`src/rtl/pc_sequencer.sv`:
```
// ============================================================================
// Module   : pc_sequencer
// Purpose  : Thumb fetch-address sequencer with branch redirect and flush.
// Options  : BRANCH_LINK_EN adds br_link input and lr / lr_we outputs.
// Revision : 1.0
// ============================================================================
`default_nettype none

module pc_sequencer #(
    parameter int                ADDR_W       = 32,
    parameter logic [ADDR_W-1:0] RESET_PC     = '0,
    parameter int                FLUSH_CYCLES = 2
) (
    input  logic              clk,
    input  logic              rst_n,
    input  logic              stall,
    input  logic              br_req,
    input  logic              br_cond_en,
    input  logic [ADDR_W-1:0] br_pc,
    input  logic [10:0]       br_imm,
    input  logic              cond_ok,
    output logic [ADDR_W-1:0] fetch_addr,
    output logic              fetch_valid,
    output logic              flush,
    output logic              taken,
    output logic              busy
`ifdef BRANCH_LINK_EN
    ,
    input  logic              br_link,
    output logic [ADDR_W-1:0] lr,
    output logic              lr_we
`endif
);

    typedef enum logic [1:0] {
        ST_INIT  = 2'd0,
        ST_RUN   = 2'd1,
        ST_COND  = 2'd2,
        ST_FLUSH = 2'd3
    } state_e;

    localparam logic [3:0]        FLUSH_INIT = 4'(FLUSH_CYCLES - 1);
    localparam logic [ADDR_W-1:0] PC_AHEAD   = ADDR_W'(4);
    localparam logic [ADDR_W-1:0] HALFWORD   = ADDR_W'(2);

    state_e            state_q, state_d;
    logic [ADDR_W-1:0] fetch_addr_q, fetch_addr_d;
    logic              fetch_valid_q, fetch_valid_d;
    logic              flush_q, flush_d;
    logic              taken_q, taken_d;
    logic              busy_q, busy_d;
    logic [3:0]        cnt_q, cnt_d;
    logic [ADDR_W-1:0] tgt_q, tgt_d;

    logic [ADDR_W-1:0] off_cond, off_uncond, tgt_now;
    logic              redir;
    logic [ADDR_W-1:0] redir_tgt;

    // Offsets are halfword counts, so the shift is folded into the extension.
    assign off_cond   = {{(ADDR_W-9){br_imm[7]}}, br_imm[7:0], 1'b0};
    assign off_uncond = {{(ADDR_W-12){br_imm[10]}}, br_imm, 1'b0};
    assign tgt_now    = (br_pc + PC_AHEAD + (br_cond_en ? off_cond : off_uncond))
                        & ~ADDR_W'(1);

`ifdef BRANCH_LINK_EN
    logic              link_pend_q, link_pend_d;
    logic [ADDR_W-1:0] lr_pend_q, lr_pend_d;
    logic [ADDR_W-1:0] lr_q, lr_d;
    logic              lr_we_q, lr_we_d;
    logic              redir_link;
    logic [ADDR_W-1:0] redir_lr;
    logic [ADDR_W-1:0] lr_now;

    assign lr_now = (br_pc + PC_AHEAD) | ADDR_W'(1);
`endif

    always_comb begin
        state_d       = state_q;
        fetch_addr_d  = fetch_addr_q;
        fetch_valid_d = fetch_valid_q;
        flush_d       = 1'b0;
        taken_d       = 1'b0;
        busy_d        = 1'b0;
        cnt_d         = cnt_q;
        tgt_d         = tgt_q;
        redir         = 1'b0;
        redir_tgt     = tgt_q;
`ifdef BRANCH_LINK_EN
        link_pend_d   = link_pend_q;
        lr_pend_d     = lr_pend_q;
        lr_d          = lr_q;
        lr_we_d       = 1'b0;
        redir_link    = link_pend_q;
        redir_lr      = lr_pend_q;
`endif
        case (state_q)
            ST_INIT: begin
                state_d       = ST_RUN;
                fetch_valid_d = 1'b1;
            end
            ST_RUN: begin
                if (br_req) begin
                    if (!br_cond_en) begin
                        redir     = 1'b1;
                        redir_tgt = tgt_now;
`ifdef BRANCH_LINK_EN
                        redir_link = br_link;
                        redir_lr   = lr_now;
`endif
                    end else begin
                        tgt_d         = tgt_now;
                        fetch_valid_d = 1'b0;
                        busy_d        = 1'b1;
                        state_d       = ST_COND;
`ifdef BRANCH_LINK_EN
                        link_pend_d   = br_link;
                        lr_pend_d     = lr_now;
`endif
                    end
                end else if (!stall) begin
                    fetch_addr_d = fetch_addr_q + HALFWORD;
                end
            end
            ST_COND: begin
                if (cond_ok) begin
                    redir = 1'b1;
                end else begin
                    fetch_addr_d  = fetch_addr_q + HALFWORD;
                    fetch_valid_d = 1'b1;
                    state_d       = ST_RUN;
                end
            end
            ST_FLUSH: begin
                if (cnt_q != 4'd0) begin
                    cnt_d   = cnt_q - 4'd1;
                    flush_d = 1'b1;
                    busy_d  = 1'b1;
                end else begin
                    fetch_valid_d = 1'b1;
                    state_d       = ST_RUN;
                end
            end
            default: state_d = ST_INIT;
        endcase

        // Shared by unconditional branches and taken conditional branches.
        if (redir) begin
            fetch_addr_d  = redir_tgt;
            fetch_valid_d = 1'b0;
            taken_d       = 1'b1;
            flush_d       = 1'b1;
            busy_d        = 1'b1;
            cnt_d         = FLUSH_INIT;
            state_d       = ST_FLUSH;
`ifdef BRANCH_LINK_EN
            if (redir_link) begin
                lr_d    = redir_lr;
                lr_we_d = 1'b1;
            end
`endif
        end
    end

    always_ff @(posedge clk or negedge rst_n) begin
        if (!rst_n) begin
            state_q       <= ST_INIT;
            fetch_addr_q  <= RESET_PC;
            fetch_valid_q <= 1'b0;
            flush_q       <= 1'b0;
            taken_q       <= 1'b0;
            busy_q        <= 1'b0;
            cnt_q         <= 4'd0;
            tgt_q         <= '0;
`ifdef BRANCH_LINK_EN
            link_pend_q   <= 1'b0;
            lr_pend_q     <= '0;
            lr_q          <= '0;
            lr_we_q       <= 1'b0;
`endif
        end else begin
            state_q       <= state_d;
            fetch_addr_q  <= fetch_addr_d;
            fetch_valid_q <= fetch_valid_d;
            flush_q       <= flush_d;
            taken_q       <= taken_d;
            busy_q        <= busy_d;
            cnt_q         <= cnt_d;
            tgt_q         <= tgt_d;
`ifdef BRANCH_LINK_EN
            link_pend_q   <= link_pend_d;
            lr_pend_q     <= lr_pend_d;
            lr_q          <= lr_d;
            lr_we_q       <= lr_we_d;
`endif
        end
    end

    assign fetch_addr  = fetch_addr_q;
    assign fetch_valid = fetch_valid_q;
    assign flush       = flush_q;
    assign taken       = taken_q;
    assign busy        = busy_q;
`ifdef BRANCH_LINK_EN
    assign lr          = lr_q;
    assign lr_we       = lr_we_q;
`endif

endmodule

`default_nettype wire
```
`config.mk`:
```
export PLATFORM = sky130hd
export DESIGN_NAME = pc_sequencer
export DESIGN_NICKNAME = d
export VERILOG_FILES = /design/src/rtl/pc_sequencer.sv
export SDC_FILE = /design/constraint.sdc
export NUM_CORES = 1
export LEC_CHECK = 0
export CORE_ASPECT_RATIO = 0.5
export CORE_MARGIN = 2
export CORE_UTILIZATION = 47
export DETAILED_ROUTE_END_ITERATION = 10
export PLACE_DENSITY = 0.8
export SYNTH_ARGS = -nofsm -noshare
export SYNTH_HDL_FRONTEND = slang
export SYNTH_SLANG_ARGS = --single-unit
```
`constraint.sdc`:
```
create_clock -name clk -period 4.5 [get_ports clk]
set_input_delay 1.35 -clock clk [delete_from_list [all_inputs] [get_ports clk]]
set_output_delay 1.35 -clock clk [all_outputs]
set_load 0.01 [all_outputs]
```
; Word-level counts from Yosys, hierarchy flattened
; Cells that the tools add are included.
[op_classes]
n_addsub = 4
n_reduce_logical = 9
n_eq_ne = 9
n_mux = 36
[op_table]
columns = op, count
row1 = two-way mux 32 bit, 8
row2 = case mux 32 bit (2 select lines), 1
row3 = adder 32 x 2 -> 32 bit (second input constant), 1
row4 = adder 32 x 3 -> 32 bit (second input constant), 1
row5 = adder 32 bit, 1
row6 = != test 3 bit (second input constant), 6
row7 = two-way mux 1 bit, 15
row8 = two-way mux 4 bit, 3
row9 = two-way mux 2 bit, 5
row10 = case mux 2 bit (4 select lines), 1
row11 = AND reduction 4 bit, 2
row12 = equality test 2 bit (second input constant), 2
row13 = case mux 1 bit (2 select lines), 2
row14 = case mux 1 bit (4 select lines), 1
row15 = nonzero test 2 bit, 2
row16 = nonzero test 4 bit, 1
row17 = subtractor 4 x 1 -> 4 bit (second input constant), 1
row18 = AND reduction 3 bit, 1
row19 = nonzero test 3 bit, 1
row20 = equality test 2 x 1 -> 1 bit (second input constant), 1
row21 = zero test 2 bit, 1
row22 = AND reduction 2 bit, 1
[totals]
in_bits = 49
register_bits = 73

; Logic depth before layout (Yosys ltp)
; Gate-level depths: netlist of run 1.
[logic_depth]
ltp_word = 6
ltp_mapped = 14

; Worst setup path after synthesis of run 1
; OpenSTA, ideal clock, no wires.
[synth_path]
path_kind = input -> register
start = input br_imm[10]
end = register fetch_addr_q[30] (netlist: fetch_addr[30])
arrival_ns = 4.874
path_buffers = 0
cell_stages = 13
required_time_ns = 4.365
slack_ns = -0.510
cell_sequence = inv_1 o21ai_0 ha_1 ha_1 a211oi_1 nor2_1 o31ai_4 a31oi_4 o211ai_2 nand3_1 a31oi_1 xor2_1 o22ai_1
[synth_via]
elab_chain_len = 6
[synth_rtl]
columns = element, line_no
row1 = start: declaration, 20  ; input logic [10:0] br_imm,
row2 = two-way mux 32 bit, 62  ; assign tgt_now = (br_pc + PC_AHEAD + (br_cond_en ? off_cond : off_uncond))
row3 = adder 32 bit, 62
row4 = two-way mux 32 bit, 103  ; if (!br_cond_en) begin
row5 = two-way mux 32 bit, 102  ; if (br_req) begin
row6 = two-way mux 32 bit, 96  ; case (state_q)
row7 = two-way mux 32 bit, 147  ; if (redir) begin
row8 = end signal: assignment, 182  ; fetch_addr_q <= fetch_addr_d;
row9 = end: declaration, 47  ; logic [ADDR_W-1:0] fetch_addr_q, fetch_addr_d;
; Every way passes these cells.
; A chain may end at the register's enable or synchronous reset.

; Final worst setup path of run 1
[layout_path]
start = input br_pc[2]
end = register fetch_addr_q[30] (netlist: fetch_addr[30])
[layout_via]
elab_chain_len = 6
[layout_rtl]
columns = element, line_no
row1 = start: declaration, 19  ; input logic [ADDR_W-1:0] br_pc,
row2 = adder 32 x 3 -> 32 bit, 62
row3 = adder 32 bit, 62
row4 = two-way mux 32 bit, 103
row5 = two-way mux 32 bit, 102
row6 = two-way mux 32 bit, 96
row7 = two-way mux 32 bit, 147
; Every way passes these cells.

==> results.toml, run 1 <==
[logic_synthesis]
synthXorXnorAreaFrac_pct = 5.02
synth_compound_area_share_pct = 26.8
postSynthNetCount = 796
yosysMostFrequentCell = "nand2_1"
yosys.area_share.simple_pct = 17.4
synthAdderAreaFrac_pct = 14.3
synth_cell_types = 71
synth_top_family_by_area = "compound AO/OA/AOI/OAI gates"
synth_common_cells = "nand2_1, o21ai_0, a21oi_1"
synth-seq-area-share_pct = 31.3
synth_mux_area_share_pct = 1.33
synth_cells = 682
ys_seq_elements = 72
synth_warnings = 0
synth_top_area_share_pct = 31.3
ys_async_sr_fraction_pct = 100
synth_ff_type = "dfrtp_1"
synth_top_cell_by_area = "dfrtp_1"
synth_edf_count = 0
syn_area_mm2 = 0.00576
syn_area_per_cell_um2 = 8.44
ys_top_cells_by_area = "dfrtp_1, ha_1, o21ai_0, a21oi_1, nand2_1"

[final_layout]
drive_above_1_share_pct = 12.9
fin_nets = 908
utilization_pct = 61.4
diodes = 0
area_growth_pct = 26.7
final_cells = 964

[grt]
antenna_found_initial = 0
grt_pass1_vias = 5303
grt_max_degree = 73
grtUsageTotal_pct = 24.3
overflow = 0
grt_pass1_wl_mm = 25.7

[pwr]
powerDensity_mw_per_mm2 = 546
p_leak_nw = 3.26
ir_drop_mv = 0.290
power_mw = 3.98

[floorplan]
die-area_mm2 = 0.0132
initial_core_util_pct = 48.5
rows = 28
core_area_mm2 = 0.0119
io_pins = 85
die_w_um = 160
die_y_um = 82.3

[setup_path]
cp_slowest_cell = "clkdlybuf4s50_1"
crit_cells = 15
endpoint_kind = "register"
crit_buf_inv = 3
worst_ep_arrival_time_ns = 4.51
rr_startpoint = "state_q[0]"
cp-startpoint = "br_pc[2]"
cp_top_family = "compound AO/OA/AOI/OAI gates"
critical_path_class = "in2reg"
path_cells = "clkdlybuf4s50_1, inv_1, ha_1, inv_1, ha_1, fa_1, a211oi_2, o21bai_2, o211ai_2, a31oi_4, o211ai_2, nand3_1, a31oi_1, xor2_1, o22ai_1"
startpoint_type = "input port"
worst_r2r_endpoint = "fetch_addr[31]"
required_ns = 4.72
endpoint = "fetch_addr[30]"
worst-path-max-fanout = 4
reg2regPathDepth = 8
max_stage_delay_ns = 0.45
reg2reg_slack_ns = 1.93

[sta]
finalSetupTns_ns = 0
max_freq_mhz = 233
tightest_slew_ns = 0.915
drv_slew = 0
rsz0062_at_grt = "no"
finClkSkew_ns = 0.00627
max-slew-margin-rel_pct = 39.0
hold_viol = 0
min_period_over_period_pct = 95.3
whs_ns = 0.478
setup_viol = 0
final.min_clock_period_ns = 4.29

[clock_tree]
root_buffer = "clkbuf_16"
cts_tree = "built"
h-tree-depth = 3
cts_buffers = 9
path_clk_slew_ns = 0.06
clk_latency_ns = 0.35
post_cts_buffers = 0
cts_sinks = 72
cts_resized = 0
hold_buffers = 0
clockBufferDepth = 2

[placed_design]
io_buffers = 82
dpl.hpwl_mm = 11.7
dp.cells = 948
gp_congestion = 0.885

[detailed_routing]
drcViolationCount = 0
via_count = 5627
drt_pre_antenna_iters = 5
wl_met3_mm = 1.08
via_per_inst = 5.84
top_layer = "met4"
m1WireLength_mm = 7.22
routedWlPerCell_um = 16.2
ant_nets = 0
drt_iter0_markers = 487
wl_met2_mm = 6.97
routed_wl_mm = 15.7

[outcome]
status = "completed"

[job]
drv_cap = 0

[min_path]
hold_class = "reg2reg"
[area by class of cell]
cell class	instances	area, um2
Fill cell	1019	4590
Multi-Input combinational cell	561	3730
Timing Repair Buffer	131	1200
Sequential cell	72	1800
Tap cell	165	206
Clock inverter	7	57.6
Inverter	19	71.3
Clock buffer	9	225
[logic make-up after synthesis]
family,count (synthesis)
simple gates,208
fa+ha+maj,65
compound gates,247
other cells,1
xor+xnor,33
mux,7
flops,72
buf+inv,49
[worst min-delay path by stage]
stage,from,to,slack (ns),depth (start not counted)
2_1_floorplan,tgt_q[14],tgt_q[14],0.44,2
3_3_place_gp,tgt_q[14],tgt_q[14],0.46,2
3_5_place_dp,tgt_q[14],tgt_q[14],0.47,2
4_1_cts,tgt_q[14],tgt_q[14],0.48,2
5_1_grt,tgt_q[14],tgt_q[14],0.50,2
6_report,tgt_q[14],tgt_q[14],0.48,2
[report_power, final]
group / switching, mW / internal [mW]
clock: 0.301 / 0.377
sequential: 0.305 / 0.956
combinational: 1.12 / 0.920
total: 1.73 / 2.25
[tightest hold or removal path: stages (launching register included)]
cell and delay, ns:
dfrtp_1 0.34, nand2_1 0.04, o21ai_0 0.06
[cells in the final DEF, fill, tap and decap left out, types with 21 or more instances in the layout]
cell	Yosys	layout
a21oi_1	73	73
buf_4	4	48
clkdlybuf4s50_1	0	81
dfrtp_1	72	72
ha_1	64	64
nand2_1	84	84
nand3_1	21	21
nor2_1	42	42
o21ai_0	75	74
[registers in the layout, summed over array words and instances (netlist names)]
register,count
tgt_q,31
fetch_valid,1
flush,1
cnt_q,4
taken,1
state_q,2
fetch_addr,31
busy,1
[stage by stage]
stage | setup WS [ns] | area [um2]
detailed placement | -0.150 | 7010
floorplan | 0.0112 | 5760
global route | 0.00976 | 7290
CTS | 0.219 | 7290
global placement | -0.0925 | 7010
finish | 0.211 | 7290
[metal layers]
| metal | vias up | track usage, % |
|---|---|---|
| li1 | 2726 | - |
| met1 | 2632 | 32.6 |
| met2 | 231 | 39.3 |
| met3 | 38 | 5.14 |
| met4 | 0 | 9.73 |
| met5 | - | 0 |
(Power assumes the default switching activity.)
==> run 2, diff against run 1 <==
Settings changed: SKIP_LAST_GASP from default to 1.
==> results of run 2 <==
The final DEF is identical to that of run 1; final timing and power are the same.
==> run 3, diff against run 2 <==
Settings changed: CORE_MARGIN 2 to 1.5, CTS_BUF_LIST from default to sky130_fd_sc_hd__clkbuf_16.
==> results.toml, run 3 (synthesis results as in run 1) <==
[outcome]
status = "completed"

[setup_path]
critical_path_class = "in2reg"
endpoint_kind = "register"
worst_ep_arrival_time_ns = 4.47
startpoint_type = "input port"
worst-path-max-fanout = 4
required_ns = 4.71
reg2reg_slack_ns = 1.96

[clock_tree]
post_cts_buffers = 0
path_clk_slew_ns = 0.06
root_buffer = "clkbuf_16"
cts_resized = 0
cts_buffers = 9
cts_sinks = 72
clk_latency_ns = 0.35
clockBufferDepth = 2
cts_tree = "built"
hold_buffers = 0
h-tree-depth = 3

[floorplan]
die-area_mm2 = 0.0130
die_w_um = 159
die_y_um = 81.3
initial_core_util_pct = 48.5
core_area_mm2 = 0.0119
rows = 28
io_pins = 85

[final_layout]
fin_area_mm2 = 0.00734
mostFrequentLayoutCells = "nand2_1, clkdlybuf4s50_1, o21ai_0"
utilization_pct = 61.8
final_common_cell = "nand2_1"
area_growth_pct = 27.6
fin_nets = 911
drive_above_1_share_pct = 13.0
diodes = 0

[sta]
max_freq_mhz = 235
hold_viol = 0
worst_slack_ns = 0.241
setup_viol = 0
finClkSkew_ns = 0.0101
max-slew-margin-rel_pct = 49.8
min_period_over_period_pct = 94.6
rsz0062_at_grt = "no"
tightest_slew_ns = 0.753
drv_slew = 0
final.min_clock_period_ns = 4.26

[grt]
grt_pass1_wl_mm = 25.1
grt_pass1_vias = 5256
overflow = 0
grtUsageTotal_pct = 24.4
grt_max_degree = 56
antenna_found_initial = 0

[detailed_routing]
drcViolationCount = 0
routed_wl_mm = 15.4
ant_nets = 0
routedWlPerCell_um = 15.9
via_per_inst = 5.82
drt_pre_antenna_iters = 5
via_count = 5632
drt_iter0_markers = 373

[pwr]
p_leak_nw = 3.29
power_mw = 4.06
powerDensity_mw_per_mm2 = 553
ir_drop_mv = 0.318

[placed_design]
dpl.hpwl_mm = 11.7
place_worst_setup_slack_ns = -0.108
gp_congestion = 0.893
io_buffers = 82
post_dp_cell_area_mm2 = 0.00703

[min_path]
hold_class = "reg2reg"

[job]
drv_cap = 0
run 3: path summary, 6_finish.rpt:
path / startpoint / to / cells after the start
setup / recovery: br_pc[2] / fetch_addr[30] / 15
hold / removal: tgt_q[6] / tgt_q[6] / 2
setup reg to reg: state_q[0] / fetch_addr[26] / 9
hold reg to reg: tgt_q[6] / tgt_q[6] / 2
max in group asynchronous: rst_n / tgt_q[22] / 2
min in group asynchronous: rst_n / fetch_addr[1] / 1
run 3: layer usage:
layer / wire length (um) / global-route usage [%]
met1: 7210 / 31.8
met2: 6800 / 40.0
met3: 1060 / 5.92
met4: 340 / 8.96
met5: 0 / 0
run 3: power by group:
part           switching (mW)  internal, mW  leakage, nW
clock                   0.285         0.480        0.150
combinational            1.11         0.927         2.27
sequential              0.298         0.956        0.872
run 3: metrics by stage:
| stage | TNS [ns] | hold WS, ns | std cells |
|---|---|---|---|
| 5_1_grt | 0 | 0.496 | 967 |
| 6_report | 0 | 0.473 | 967 |
| 4_1_cts | 0 | 0.477 | 967 |
| 3_3_place_gp | -0.246 | 0.458 | 951 |
| 3_5_place_dp | -0.610 | 0.465 | 951 |
| 2_1_floorplan | 0 | 0.445 | 682 |
run 3: layout make-up:
cell class	count	area, um2
clock buffer	9	225
multi-input combinational	561	3730
clock inverter	7	87.6
fill	1023	4530
tap	165	206
timing repair buffer	134	1220
inverter	19	71.3
sequential	72	1800
run 3: worst max-delay path, stage by stage:
cell             delay (ns)
clkdlybuf4s50_1        0.46
inv_1                  0.04
ha_1                   0.26
inv_1                  0.04
ha_1                   0.22
fa_1                   0.40
a211oi_2               0.22
o21bai_2               0.16
o211ai_2               0.28
a31oi_4                0.15
o211ai_2               0.19
nand3_1                0.10
a31oi_1                0.20
xor2_1                 0.28
o22ai_1                0.12
